$ cat src/rtl/pipe_hazard_ctrl.sv
// Pipeline hazard sequencer: load-use stalls, branch squashes, data-memory waits and halt drain.
// Also keeps saturating stall/flush/wait performance counters.
`timescale 1ns/1ps
module pipe_hazard_ctrl #(
    parameter int unsigned DRAIN_CYCLES = 3,
    parameter int unsigned CNT_W        = 16
) (
    input  logic             clk,
    input  logic             rst,
    input  logic [3:0]       id_rs,
    input  logic [3:0]       id_rt,
    input  logic             id_rs_used,
    input  logic             id_rt_used,
    input  logic             id_is_hlt,
    input  logic             ex_is_load,
    input  logic [3:0]       ex_rd,
    input  logic             ex_branch,
    input  logic             dm_busy,
    output logic             hold,
    output logic             im_rd_en,
    output logic             ifid_hold,
    output logic             ifid_flush,
    output logic             idex_flush,
    output logic             pipe_freeze,
    output logic             halted,
    output logic [CNT_W-1:0] stall_cnt,
    output logic [CNT_W-1:0] flush_cnt,
    output logic [CNT_W-1:0] wait_cnt
);

    localparam int unsigned DW = (DRAIN_CYCLES < 1) ? 1 : $clog2(DRAIN_CYCLES + 1);

    typedef enum logic [1:0] {
        RUN    = 2'd0,
        DRAIN  = 2'd1,
        HALTED = 2'd2
    } state_t;

    state_t        state, state_nxt;
    logic [DW-1:0] drain_cnt, drain_nxt;
    logic          stall_inc, flush_inc, wait_inc;
    logic          load_use;

    // Register 0 is hardwired, so a load targeting it never blocks a reader.
    assign load_use = ex_is_load && (ex_rd != 4'd0) &&
                      ((id_rs_used && (id_rs == ex_rd)) ||
                       (id_rt_used && (id_rt == ex_rd)));

    always_ff @(posedge clk or negedge rst) begin
        if (!rst) begin
            state     <= RUN;
            drain_cnt <= '0;
        end else begin
            state     <= state_nxt;
            drain_cnt <= drain_nxt;
        end
    end

    always_comb begin
        state_nxt   = state;
        drain_nxt   = drain_cnt;
        hold        = 1'b0;
        im_rd_en    = 1'b1;
        ifid_hold   = 1'b0;
        ifid_flush  = 1'b0;
        idex_flush  = 1'b0;
        pipe_freeze = 1'b0;
        halted      = 1'b0;
        stall_inc   = 1'b0;
        flush_inc   = 1'b0;
        wait_inc    = 1'b0;
        unique case (state)
            RUN: begin
                // Only the highest-priority event acts in a given cycle.
                if (dm_busy) begin
                    hold        = 1'b1;
                    ifid_hold   = 1'b1;
                    pipe_freeze = 1'b1;
                    im_rd_en    = 1'b0;
                    wait_inc    = 1'b1;
                end else if (ex_branch) begin
                    ifid_flush = 1'b1;
                    idex_flush = 1'b1;
                    flush_inc  = 1'b1;
                end else if (load_use) begin
                    hold       = 1'b1;
                    ifid_hold  = 1'b1;
                    idex_flush = 1'b1;
                    stall_inc  = 1'b1;
                end else if (id_is_hlt) begin
                    hold       = 1'b1;
                    im_rd_en   = 1'b0;
                    ifid_flush = 1'b1;
                    state_nxt  = DRAIN;
                    drain_nxt  = DW'(DRAIN_CYCLES);
                end
            end
            DRAIN: begin
                hold       = 1'b1;
                im_rd_en   = 1'b0;
                ifid_flush = 1'b1;
                idex_flush = 1'b1;
                if (dm_busy) begin
                    pipe_freeze = 1'b1;
                    wait_inc    = 1'b1;
                end else if (drain_cnt <= DW'(1)) begin
                    drain_nxt = '0;
                    state_nxt = HALTED;
                end else begin
                    drain_nxt = drain_cnt - DW'(1);
                end
            end
            HALTED: begin
                halted      = 1'b1;
                hold        = 1'b1;
                im_rd_en    = 1'b0;
                ifid_flush  = 1'b1;
                idex_flush  = 1'b1;
                pipe_freeze = 1'b1;
            end
            default: begin
                state_nxt = RUN;
            end
        endcase
    end

    // Saturating performance counters.
    always_ff @(posedge clk or negedge rst) begin
        if (!rst) begin
            stall_cnt <= '0;
            flush_cnt <= '0;
            wait_cnt  <= '0;
        end else begin
            if (stall_inc && (stall_cnt != '1)) stall_cnt <= stall_cnt + CNT_W'(1);
            if (flush_inc && (flush_cnt != '1)) flush_cnt <= flush_cnt + CNT_W'(1);
            if (wait_inc  && (wait_cnt  != '1)) wait_cnt  <= wait_cnt  + CNT_W'(1);
        end
    end

endmodule

$ cat config.mk
export PLATFORM = sky130hd
export DESIGN_NAME = pipe_hazard_ctrl
export DESIGN_NICKNAME = d
export VERILOG_FILES = /design/src/rtl/pipe_hazard_ctrl.sv
export SDC_FILE = /design/constraint.sdc
export NUM_CORES = 1
export LEC_CHECK = 0
export BUFFER_PORTS_ARGS = -buffer_cell sky130_fd_sc_hd__buf_2
export CORE_UTILIZATION = 56
export DETAILED_ROUTE_END_ITERATION = 6
export GPL_TIMING_DRIVEN = 0
export PLACE_DENSITY = 0.85
export SLEW_MARGIN = 20
export SYNTH_ARGS = -nofsm -noshare
export SYNTH_HDL_FRONTEND = slang
export SYNTH_SLANG_ARGS = --single-unit
export TNS_END_PERCENT = 10
$ cat constraint.sdc
create_clock -name clk -period 9.15 [get_ports clk]
set_clock_uncertainty 0.15 [all_clocks]
set_input_delay 2.745 -clock clk [delete_from_list [all_inputs] [get_ports clk]]
set_output_delay 2.745 -clock clk [all_outputs]
set_load 0.02 [all_outputs]
==> results of run 1 <==
==> worst max-delay path by stage <==
stage | from | to | cells after the start
after floorplan | ex_rd[0] | hold | 6
after global placement | ex_rd[0] | ifid_hold | 7
after detailed placement | ex_rd[0] | ifid_hold | 7
after CTS | ex_rd[0] | ifid_hold | 7
after global routing | ex_rd[0] | ifid_hold | 7
final | ex_rd[0] | ifid_hold | 7
==> kinds of logic after synthesis <==
| family | Yosys count | synth area share |
|---|---|---|
| adder cells (fa/ha/maj) | 7 | 0.0321 |
| AO/OA/AOI/OAI | 30 | 0.0716 |
| multiplexers | 4 | 0.0174 |
| flip-flops | 52 | 0.477 |
| AND/OR/NAND/NOR | 116 | 0.223 |
| XOR/XNOR | 50 | 0.161 |
| buffers and inverters | 13 | 0.0184 |
==> sequential cells by signal (all words and copies together) (netlist names) <==
signal / count
wait_cnt: 16
state: 2
flush_cnt: 16
stall_cnt: 16
drain_cnt: 2
==> worst max-delay path: stages <==
cell and delay (ps):
buf_2 120, o41a_1 470, and4_1 210, nor2_1 430, o21ai_0 120, and2_1 170, buf_2 160
==> through the flow <==
| stage | power, mW | worst slack, ps | utilization |
|---|---|---|---|
| global placement | 0.557 | 1880 | 0.674 |
| floorplan | 0.478 | 2210 | - |
| CTS | 0.732 | 1810 | 0.706 |
| detailed placement | 0.565 | 1810 | 0.679 |
| finish | 0.725 | 1830 | 0.706 |
| global route | 0.770 | 1690 | 0.706 |
==> cell usage in the layout (no fill, tap or decap), types with 2 or more instances in the layout <==
| cell | instances |
|---|---|
| nand4_1 | 17 |
| nand3_1 | 22 |
| buf_2 | 75 |
| a31oi_1 | 4 |
| nor2_1 | 20 |
| xor2_1 | 14 |
| mux2_2 | 2 |
| nand2b_1 | 3 |
| dfrtp_1 | 52 |
| xnor2_1 | 36 |
| and4_1 | 5 |
| nand2_1 | 21 |
| and3_1 | 6 |
| clkbuf_8 | 7 |
| and2_1 | 3 |
| nor4_1 | 3 |
| a21oi_1 | 11 |
| nor3_1 | 9 |
| o21ai_0 | 4 |
| ha_1 | 7 |
| a31o_2 | 2 |
| a41oi_1 | 3 |
| inv_1 | 11 |
==> cell type report <==
cell class              instances  area [sq um]
inverters                      11          41.3
clock inverters                 1          30.0
well taps                      54          67.6
flip-flops and latches         52          1300
clock buffers                   7          96.3
multi-input cells             207          1380
fillers                       374          1380
repair buffers                 75           390
plain buffers                   2          8.76
==> power groups by stage <==
stage	combinational (mW)	clock [mW]	sequential, mW
floorplan	0.140	0	0.338
global placement	0.245	0	0.312
detailed placement	0.251	0	0.313
CTS	0.253	0.171	0.309
global route	0.277	0.177	0.316
finish	0.251	0.165	0.308
==> layer usage <==
metal / vias up / GRT usage / part of all wire
li1: 1131 / - / -
met4: 0 / 0.0610 / 0.0051
met5: - / 0 / 0
met3: 2 / 0.0422 / 0.051
met2: 72 / 0.374 / 0.49
met1: 1121 / 0.305 / 0.45
==> flow_metrics.py, run 1 <==
metrics = {
    "placed_design": {
        "place_area_sq_um": 3180,
        "dpl.hpwl_mm": 4.29,
        "port_buffers": 74,
        "gp_congestion": 0.823,
        "placed_cells": 401,
    },
    "clocking": {
        "htreeDepth": 2,
        "tritoncts": "yes",
        "cts_sinks": 52,
        "clockRootBuffer": "clkbuf_8",
        "clk_latency_ps": 300,
        "post-cts-setup-buffer-count": 0,
        "cts_buffer_depth": 2,
        "cts_resized": 0,
        "clkSlewWorstSetupHoldPaths_ps": 80,
        "cts_buffers": 5,
        "cts_hold_buf": 0,
    },
    "floorplan": {
        "pin_count": 75,
        "die_area_sq_um": 5150,
        "initial_core_util": 0.581,
        "rows": 25,
        "dieHeight_microns": 71.8,
        "core-area_sq_um": 4690,
        "die_w_microns": 71.8,
    },
    "setup_path": {
        "worst-r2r-cell-count": 8,
        "r2r_start": "state[1]",
        "start_kind": "primary input",
        "critPathArrivalTime_ps": 4420,
        "path_class": "primary input to output port",
        "cp-end-kind": "output port",
        "crit_fanout": 7,
        "rrSetupSlack_ps": 6490,
        "worstReg2RegEnd": "flush_cnt[5]",
        "worstPathRequired_ps": 6260,
    },
    "timing": {
        "min_period_ps": 7320,
        "setup_viol": 0,
        "fmax_ghz": 0.137,
        "holdWs_ps": 346,
        "period_share": 0.800,
        "hold_violations": 0,
        "tightest_slew_ps": 591,
        "rsz0062_at_grt": "false",
        "drv_slew": 0,
        "setup-tns-final_ps": 0,
        "slew_headroom": 0.602,
    },
    "routing": {
        "drt_iter0_drc": 69,
        "wl_mm": 5.50,
        "final_antenna_net_count": 0,
        "drcViolationCount": 0,
        "wl_per_cell_microns": 13.4,
        "vias_per_cell": 5.69,
        "vias": 2326,
        "firstDrtPassIters": 4,
    },
    "grt": {
        "gr-total-overflow": 0,
        "grt_max_degree": 34,
        "antenna_found_initial": 0,
        "grt.total_usage": 0.225,
        "grt_pass1_vias": 2096,
        "grt_pass1_wl_mm": 9.14,
    },
    "final_layout": {
        "layout-drive-gt1-share": 0.262,
        "design_area_sq_um": 3310,
        "final_cells": 409,
        "nets": 381,
        "syn_to_final_growth_pct": 21.4,
        "antennaDiodeCount": 0,
    },
    "outcome": {
        "status": "finished, final reports clean",
    },
    "synthesis": {
        "yosys_warnings": 0,
        "synth_area_leaders": "dfrtp_1 48%, xnor2_1 12%, xor2_1 4.5%, nand3_1 4.0%, nand4_1 3.9%",
        "ys_ff_latch": 52,
        "synthesis.nets": 299,
        "synthDistinctLibCells": 38,
        "synth-edff-count": 0,
        "seq_area_frac_synth": 0.477,
        "netlist.area_leader.share": 0.477,
        "synth_cells": 272,
        "syn_area_sq_um": 2730,
        "async_flop_share": 1.00,
        "netlist.top_cell.by_area": "dfrtp_1",
        "synth_flop_cell": "dfrtp_1",
        "ys_top_cells_by_count": "52 x dfrtp_1, 36 x xnor2_1, 22 x nand3_1, 21 x nand2_1, 20 x nor2_1",
        "synth_most_common_cell": "dfrtp_1",
        "postSynthAreaPerCell_sq_um": 10.0,
    },
    "power": {
        "swShare": 0.370,
        "power_per_cell_area_nw_per_um2": 219,
        "share_seq_of_total_power": 0.425,
        "p_clk_frac": 0.228,
        "leakagePower_nw": 1.61,
        "pwr-share-comb": 0.347,
        "p_switching_mw": 0.268,
        "p_int_mw": 0.457,
        "vdd_drop_max_mv": 0.159,
    },
    "flow_run": {
        "maxCapViolCount": 0,
    },
    "min_path": {
        "whs_path_depth": 1,
        "hp-start": "stall_cnt[14]",
        "min_path_type": "register to register",
        "hold_path_end": "stall_cnt[14]",
    },
}
Note: power is estimated with default switching activity, not from simulation.
==> run 2: changes to the inputs <==
Settings changed: ABC_AREA set to 1, CORE_UTILIZATION 56 to 50, PLACE_DENSITY 0.85 to 0.77.
Clock period 9.15 ns to 6.4 ns, I/O delays scaled along.
==> run 2 against run 1 <==
  * Synthesized area rose by 28%
  * Hold slack improved by 28 ps
  * Final cell count rose by 48%
  * Routed wire length rose by 36%
  * Synthesized cell count rose by 63%
  * Power rose to 2.6 times the previous value
  * Critical path type unchanged
  * Clock power rose by 46%
  * Design area rose by 23%
  * Global-route usage fell by 0.86 points
  * Register-to-register slack got worse by 2200 ps
  * First-iteration DRC count rose by 43%
==> flow_metrics.py, run 2 <==
metrics = {
    "outcome": {
        "status": "finished, final reports clean",
    },
    "final_layout": {
        "reg_top3": "flush_cnt (16), stall_cnt (16), wait_cnt (16)",
        "nets": 552,
        "fillerInstances": 630,
        "design_area_sq_um": 4080,
        "syn_to_final_growth_pct": 17.0,
        "multi_input_area_sq_um": 1840,
        "seq_area_sq_um": 1300,
        "final_cell_mix": "111 x nand2_1, 75 x buf_2, 60 x inv_1",
        "layout-drive-gt1-share": 0.245,
        "final_common_cell": "nand2_1",
        "antennaDiodeCount": 0,
    },
    "synthesis": {
        "synth_most_common_cell": "nand2_1",
        "synthDistinctLibCells": 41,
        "async_flop_share": 1.00,
        "seq_area_frac_synth": 0.373,
        "netlist.area_leader.share": 0.373,
        "yosys_warnings": 0,
        "ys_top_cells_by_count": "111 x nand2_1, 60 x inv_1, 52 x dfrtp_1, 42 x nand3_1, 30 x xor2_1",
        "postSynthAreaPerCell_sq_um": 7.85,
        "synth_flop_cell": "dfrtp_1",
        "synthesis.nets": 471,
        "synth-edff-count": 0,
        "synth_cells": 444,
        "syn_area_sq_um": 3490,
        "synth_area_leaders": "dfrtp_1 37%, nand2_1 12%, xor2_1 7.5%, inv_1 6.5%, nand3_1 6.0%",
        "ys_ff_latch": 52,
        "netlist.top_cell.by_area": "dfrtp_1",
    },
    "floorplan": {
        "die_area_sq_um": 7310,
        "rows": 30,
        "die_w_microns": 85.5,
        "pin_count": 75,
        "initial_core_util": 0.516,
        "dieHeight_microns": 85.5,
        "core-area_sq_um": 6760,
    },
    "routing": {
        "vias_per_cell": 5.13,
        "vias": 3108,
        "wl_per_cell_microns": 12.3,
        "drt_iter0_drc": 99,
        "firstDrtPassIters": 4,
        "wl_mm": 7.45,
        "final_antenna_net_count": 0,
        "drcViolationCount": 0,
    },
    "setup_path": {
        "crit_fanout": 5,
        "worstPathRequired_ps": 4330,
        "cp-end-kind": "output port",
        "critPathArrivalTime_ps": 3020,
        "start_kind": "primary input",
        "path_class": "primary input to output port",
    },
    "clocking": {
        "cts_resized": 0,
        "cts_sinks": 52,
        "cts_buffers": 5,
        "cts_hold_buf": 0,
        "tritoncts": "yes",
        "post-cts-setup-buffer-count": 0,
        "clk_latency_ps": 300,
        "clkSlewWorstSetupHoldPaths_ps": 90,
        "htreeDepth": 2,
        "clockRootBuffer": "clkbuf_8",
        "cts_buffer_depth": 2,
    },
    "timing": {
        "period_share": 0.795,
        "setup-tns-final_ps": 0,
        "tightest_slew_ps": 679,
        "hold_violations": 0,
        "setup_viol": 0,
        "drv_slew": 0,
        "min_period_ps": 5090,
        "slew_headroom": 0.548,
        "fmax_ghz": 0.197,
        "rsz0062_at_grt": "false",
    },
    "power": {
        "leakagePower_nw": 2.17,
        "pwr-share-comb": 0.584,
        "p_switching_mw": 0.939,
        "p_int_mw": 0.943,
        "share_seq_of_total_power": 0.288,
        "vdd_drop_max_mv": 0.301,
        "power.total_mw": 1.88,
        "power_per_cell_area_nw_per_um2": 461,
        "p_clk_frac": 0.128,
        "swShare": 0.499,
    },
    "min_path": {
        "min_path_type": "register to register",
    },
    "grt": {
        "grt_pass1_vias": 2988,
        "grt.total_usage": 0.217,
        "antenna_found_initial": 0,
        "grt_pass1_wl_mm": 13.0,
        "grt_max_degree": 53,
        "gr-total-overflow": 0,
    },
    "placed_design": {
        "dpl.hpwl_mm": 5.66,
        "port_buffers": 74,
        "gp_congestion": 0.892,
        "place_area_sq_um": 3960,
    },
    "flow_run": {
        "maxCapViolCount": 0,
    },
}
==> run 2: changes by cell type after synthesis, moves of 16 or more <==
| cell | change |
|---|---|
| inv_1 | +49 |
| nand2_1 | +90 |
| nand3_1 | +20 |
| o21bai_1 | +16 |
| xnor2_1 | -26 |
| xor2_1 | +16 |
==> run 2: layout make-up <==
cell class / instances / area share
clock inverter: 2 / 0.00951
clock buffer: 6 / 0.0202
sequential: 52 / 0.319
buffer: 6 / 0.0150
tap: 80 / 0.0245
inverter: 73 / 0.0687
timing repair buffer: 74 / 0.0914
multi-input combinational: 313 / 0.452
==> run 2: routing by layer <==
metal | vias to the layer above | share of wire | GRT usage
met5 | - | 0 | 0
met4 | 0 | 0.010 | 0.0470
met3 | 7 | 0.042 | 0.0346
met2 | 68 | 0.49 | 0.390
met1 | 1467 | 0.45 | 0.275
li1 | 1566 | - | -
==> run 2: cell families (layout without fill, tap and decap cells) <==
kind of cell	Yosys count	after routing	share of synthesized area
compound gates	43	43	0.0844
xor+xnor	40	40	0.101
fa+ha+maj	7	7	0.0251
buf+inv	79	161	0.0980
flops	52	52	0.373
simple gates	223	223	0.319
==> run 2: stage by stage <==
step | hold slack [ps] | cells | utilization | worst slack (ps)
2_1_floorplan | 308 | 444 | - | 1480
3_3_place_gp | 332 | 598 | 0.586 | 1320
3_5_place_dp | 350 | 598 | 0.586 | 1310
5_1_grt | 390 | 606 | 0.604 | 1150
4_1_cts | 373 | 606 | 0.604 | 1310
6_report | 374 | 606 | 0.604 | 1310
==> run 2: critical path, cell delays in order <==
cell     delay (ps)
buf_2           120
nor2_1          100
nor2_1           50
nor2_1          100
nand3_1         120
nand2_4         120
nand4_1         120
nand3_1         120
nand2_1          50
inv_1            40
buf_2           150
==> run 2: worst paths after layout <==
kind | slack (ps) | depth (start not counted) | endpoint | start
setup / recovery | 1310 | 11 | hold | ex_rd[2]
hold / removal | 370 | 2 | wait_cnt[15] | wait_cnt[15]
setup reg to reg | 4320 | 10 | flush_cnt[5] | state[1]
hold reg to reg | 370 | 2 | wait_cnt[15] | wait_cnt[15]
max in group asynchronous | 4150 | 1 | flush_cnt[12] | rst
min in group asynchronous | 1480 | 1 | state[1] | rst
==> run 2: power by group through the flow <==
stage	clock network, mW	registers (mW)	logic [mW]
CTS	0.250	0.542	1.11
global placement	0	0.544	1.08
global route	0.260	0.559	1.23
floorplan	0	0.637	0.726
detailed placement	0	0.547	1.10
finish	0.241	0.542	1.10
==> run 3: changes to the inputs <==
Settings changed: CORE_UTILIZATION 50 to 55, PLACE_DENSITY 0.77 to 0.8.
Clock period 6.4 ns to 4.8 ns, I/O delays scaled along.
==> run 3 against run 2 <==
  * Design area down 0.49%
  * Combinational power up 34%
  * Count of clock-buffer cells in the layout unchanged
  * Critical path depth unchanged
  * Global-route usage up 2.9 points
  * Flip-flop and latch count unchanged
  * Critical endpoint unchanged
  * Largest cell class unchanged
  * Largest power group unchanged
  * Highest routed layer unchanged
==> flow_metrics.py, run 3 (synthesis gave the netlist of run 2 again) <==
metrics = {
    "setup_path": {
        "cpPeakStageDelay_ps": 150,
        "cp-end-kind": "output port",
        "cpMaxStageDelayCell": "buf_2",
        "start_kind": "primary input",
        "crit_chain": "buf_2, inv_2, nor2_1, nor2_1, nand3_1, nand2_4, nand4_1, nand3_1, nand2_1, inv_1, buf_2",
        "crit_fanout": 5,
        "path_class": "primary input to output port",
        "critPathArrivalTime_ps": 2520,
        "worstPathRequired_ps": 3210,
        "worst-r2r-cell-count": 11,
    },
    "power": {
        "power_per_cell_area_nw_per_um2": 613,
        "vdd_drop_max_mv": 0.456,
        "leakagePower_nw": 2.17,
    },
    "routing": {
        "firstDrtPassIters": 4,
        "wl_per_cell_microns": 12.1,
        "vias": 3058,
        "final_antenna_net_count": 0,
        "wl_mm": 7.29,
        "drcViolationCount": 0,
        "drt_iter0_drc": 154,
        "vias_per_cell": 5.09,
    },
    "final_layout": {
        "nets": 552,
        "final_cell_mix": "111 x nand2_1, 75 x buf_2, 60 x inv_1",
        "multi_input_area_sq_um": 1840,
        "fillerInstances": 532,
        "final_common_cell": "nand2_1",
        "reg_top3": "flush_cnt (16), stall_cnt (16), wait_cnt (16)",
        "final_util": 0.674,
        "syn_to_final_growth_pct": 16.5,
        "final_cells": 601,
        "layout-drive-gt1-share": 0.243,
        "antennaDiodeCount": 0,
        "seq_area_sq_um": 1300,
        "design_area_sq_um": 4060,
    },
    "grt": {
        "antenna_found_initial": 0,
        "gr-total-overflow": 0,
        "grt_pass1_vias": 3032,
        "grt_pass1_wl_mm": 12.8,
        "grt_max_degree": 53,
        "grt.total_usage": 0.246,
    },
    "placed_design": {
        "dpl.hpwl_mm": 5.55,
        "gp_congestion": 0.824,
        "place_area_sq_um": 3950,
        "placed_cells": 593,
        "port_buffers": 74,
    },
    "min_path": {
        "min_path_type": "register to register",
        "whs_path_depth": 2,
    },
    "floorplan": {
        "die_w_microns": 81.6,
        "initial_core_util": 0.578,
        "pin_count": 75,
        "rows": 28,
        "die_area_sq_um": 6660,
        "core-area_sq_um": 6030,
        "dieHeight_microns": 81.6,
    },
    "clocking": {
        "tritoncts": "yes",
        "cts_buffers": 5,
        "clkSlewWorstSetupHoldPaths_ps": 90,
        "cts_resized": 0,
        "cts_hold_buf": 0,
        "clk_latency_ps": 300,
        "post-cts-setup-buffer-count": 0,
        "cts_buffer_depth": 2,
        "cts_sinks": 52,
        "htreeDepth": 2,
        "clockRootBuffer": "clkbuf_8",
    },
    "timing": {
        "setup_viol": 0,
        "fmax_ghz": 0.243,
        "drv_slew": 0,
        "rsz0062_at_grt": "false",
        "period_share": 0.856,
        "hold_violations": 0,
        "setup-tns-final_ps": 0,
        "tightest_slew_ps": 663,
        "slew_headroom": 0.558,
        "min_period_ps": 4110,
    },
    "flow_run": {
        "maxCapViolCount": 0,
    },
    "outcome": {
        "status": "finished, final reports clean",
    },
}
[run 3: final timing paths]
| path | from | endpoint | slack [ps] |
|---|---|---|---|
| max | ex_rd[0] | hold | 690 |
| min | drain_cnt[0] | drain_cnt[0] | 360 |
| max reg2reg | state[1] | flush_cnt[13] | 2730 |
| min reg2reg | drain_cnt[0] | drain_cnt[0] | 360 |
| max in group asynchronous | rst | wait_cnt[14] | 3040 |
| min in group asynchronous | rst | flush_cnt[14] | 1010 |
[run 3: worst max-delay path: cells and delay by family]
family,cells,cell delay (ps)
and+or+nand+nor,7,710
buffers and inverters,4,380
[run 3: per-layer routing]
layer  vias to the layer above  share of wire  track usage
met5                         -              0            0
met4                         0          0.011       0.0772
met3                         8          0.034       0.0400
met2                        54           0.49        0.436
met1                      1436           0.47        0.304
li1                       1560              -            -
[run 3: cell type report]
class	count	area share
Timing Repair Buffer	74	0.0918
Inverter	73	0.0690
Clock inverter	2	0.00863
Sequential cell	52	0.320
Multi-Input combinational cell	313	0.454
Clock buffer	6	0.0179
Tap cell	75	0.0231
Buffer	6	0.0151
[run 3: per-stage QoR]
step / power (mW) / setup slack (ps) / hold slack (ps)
final: 2.49 / 689 / 362
after global routing: 2.72 / 523 / 389
after CTS: 2.51 / 687 / 366
after detailed placement: 2.20 / 693 / 348
after global placement: 2.16 / 700 / 327
after floorplan: 1.82 / 843 / 308
[run 3: report_power, final]
part | internal, mW | total [mW] | switching, mW
registers | 0.572 | 0.720 | 0.149
logic | 0.515 | 1.47 | 0.955
clock network | 0.155 | 0.297 | 0.142
total | 1.24 | 2.49 | 1.25
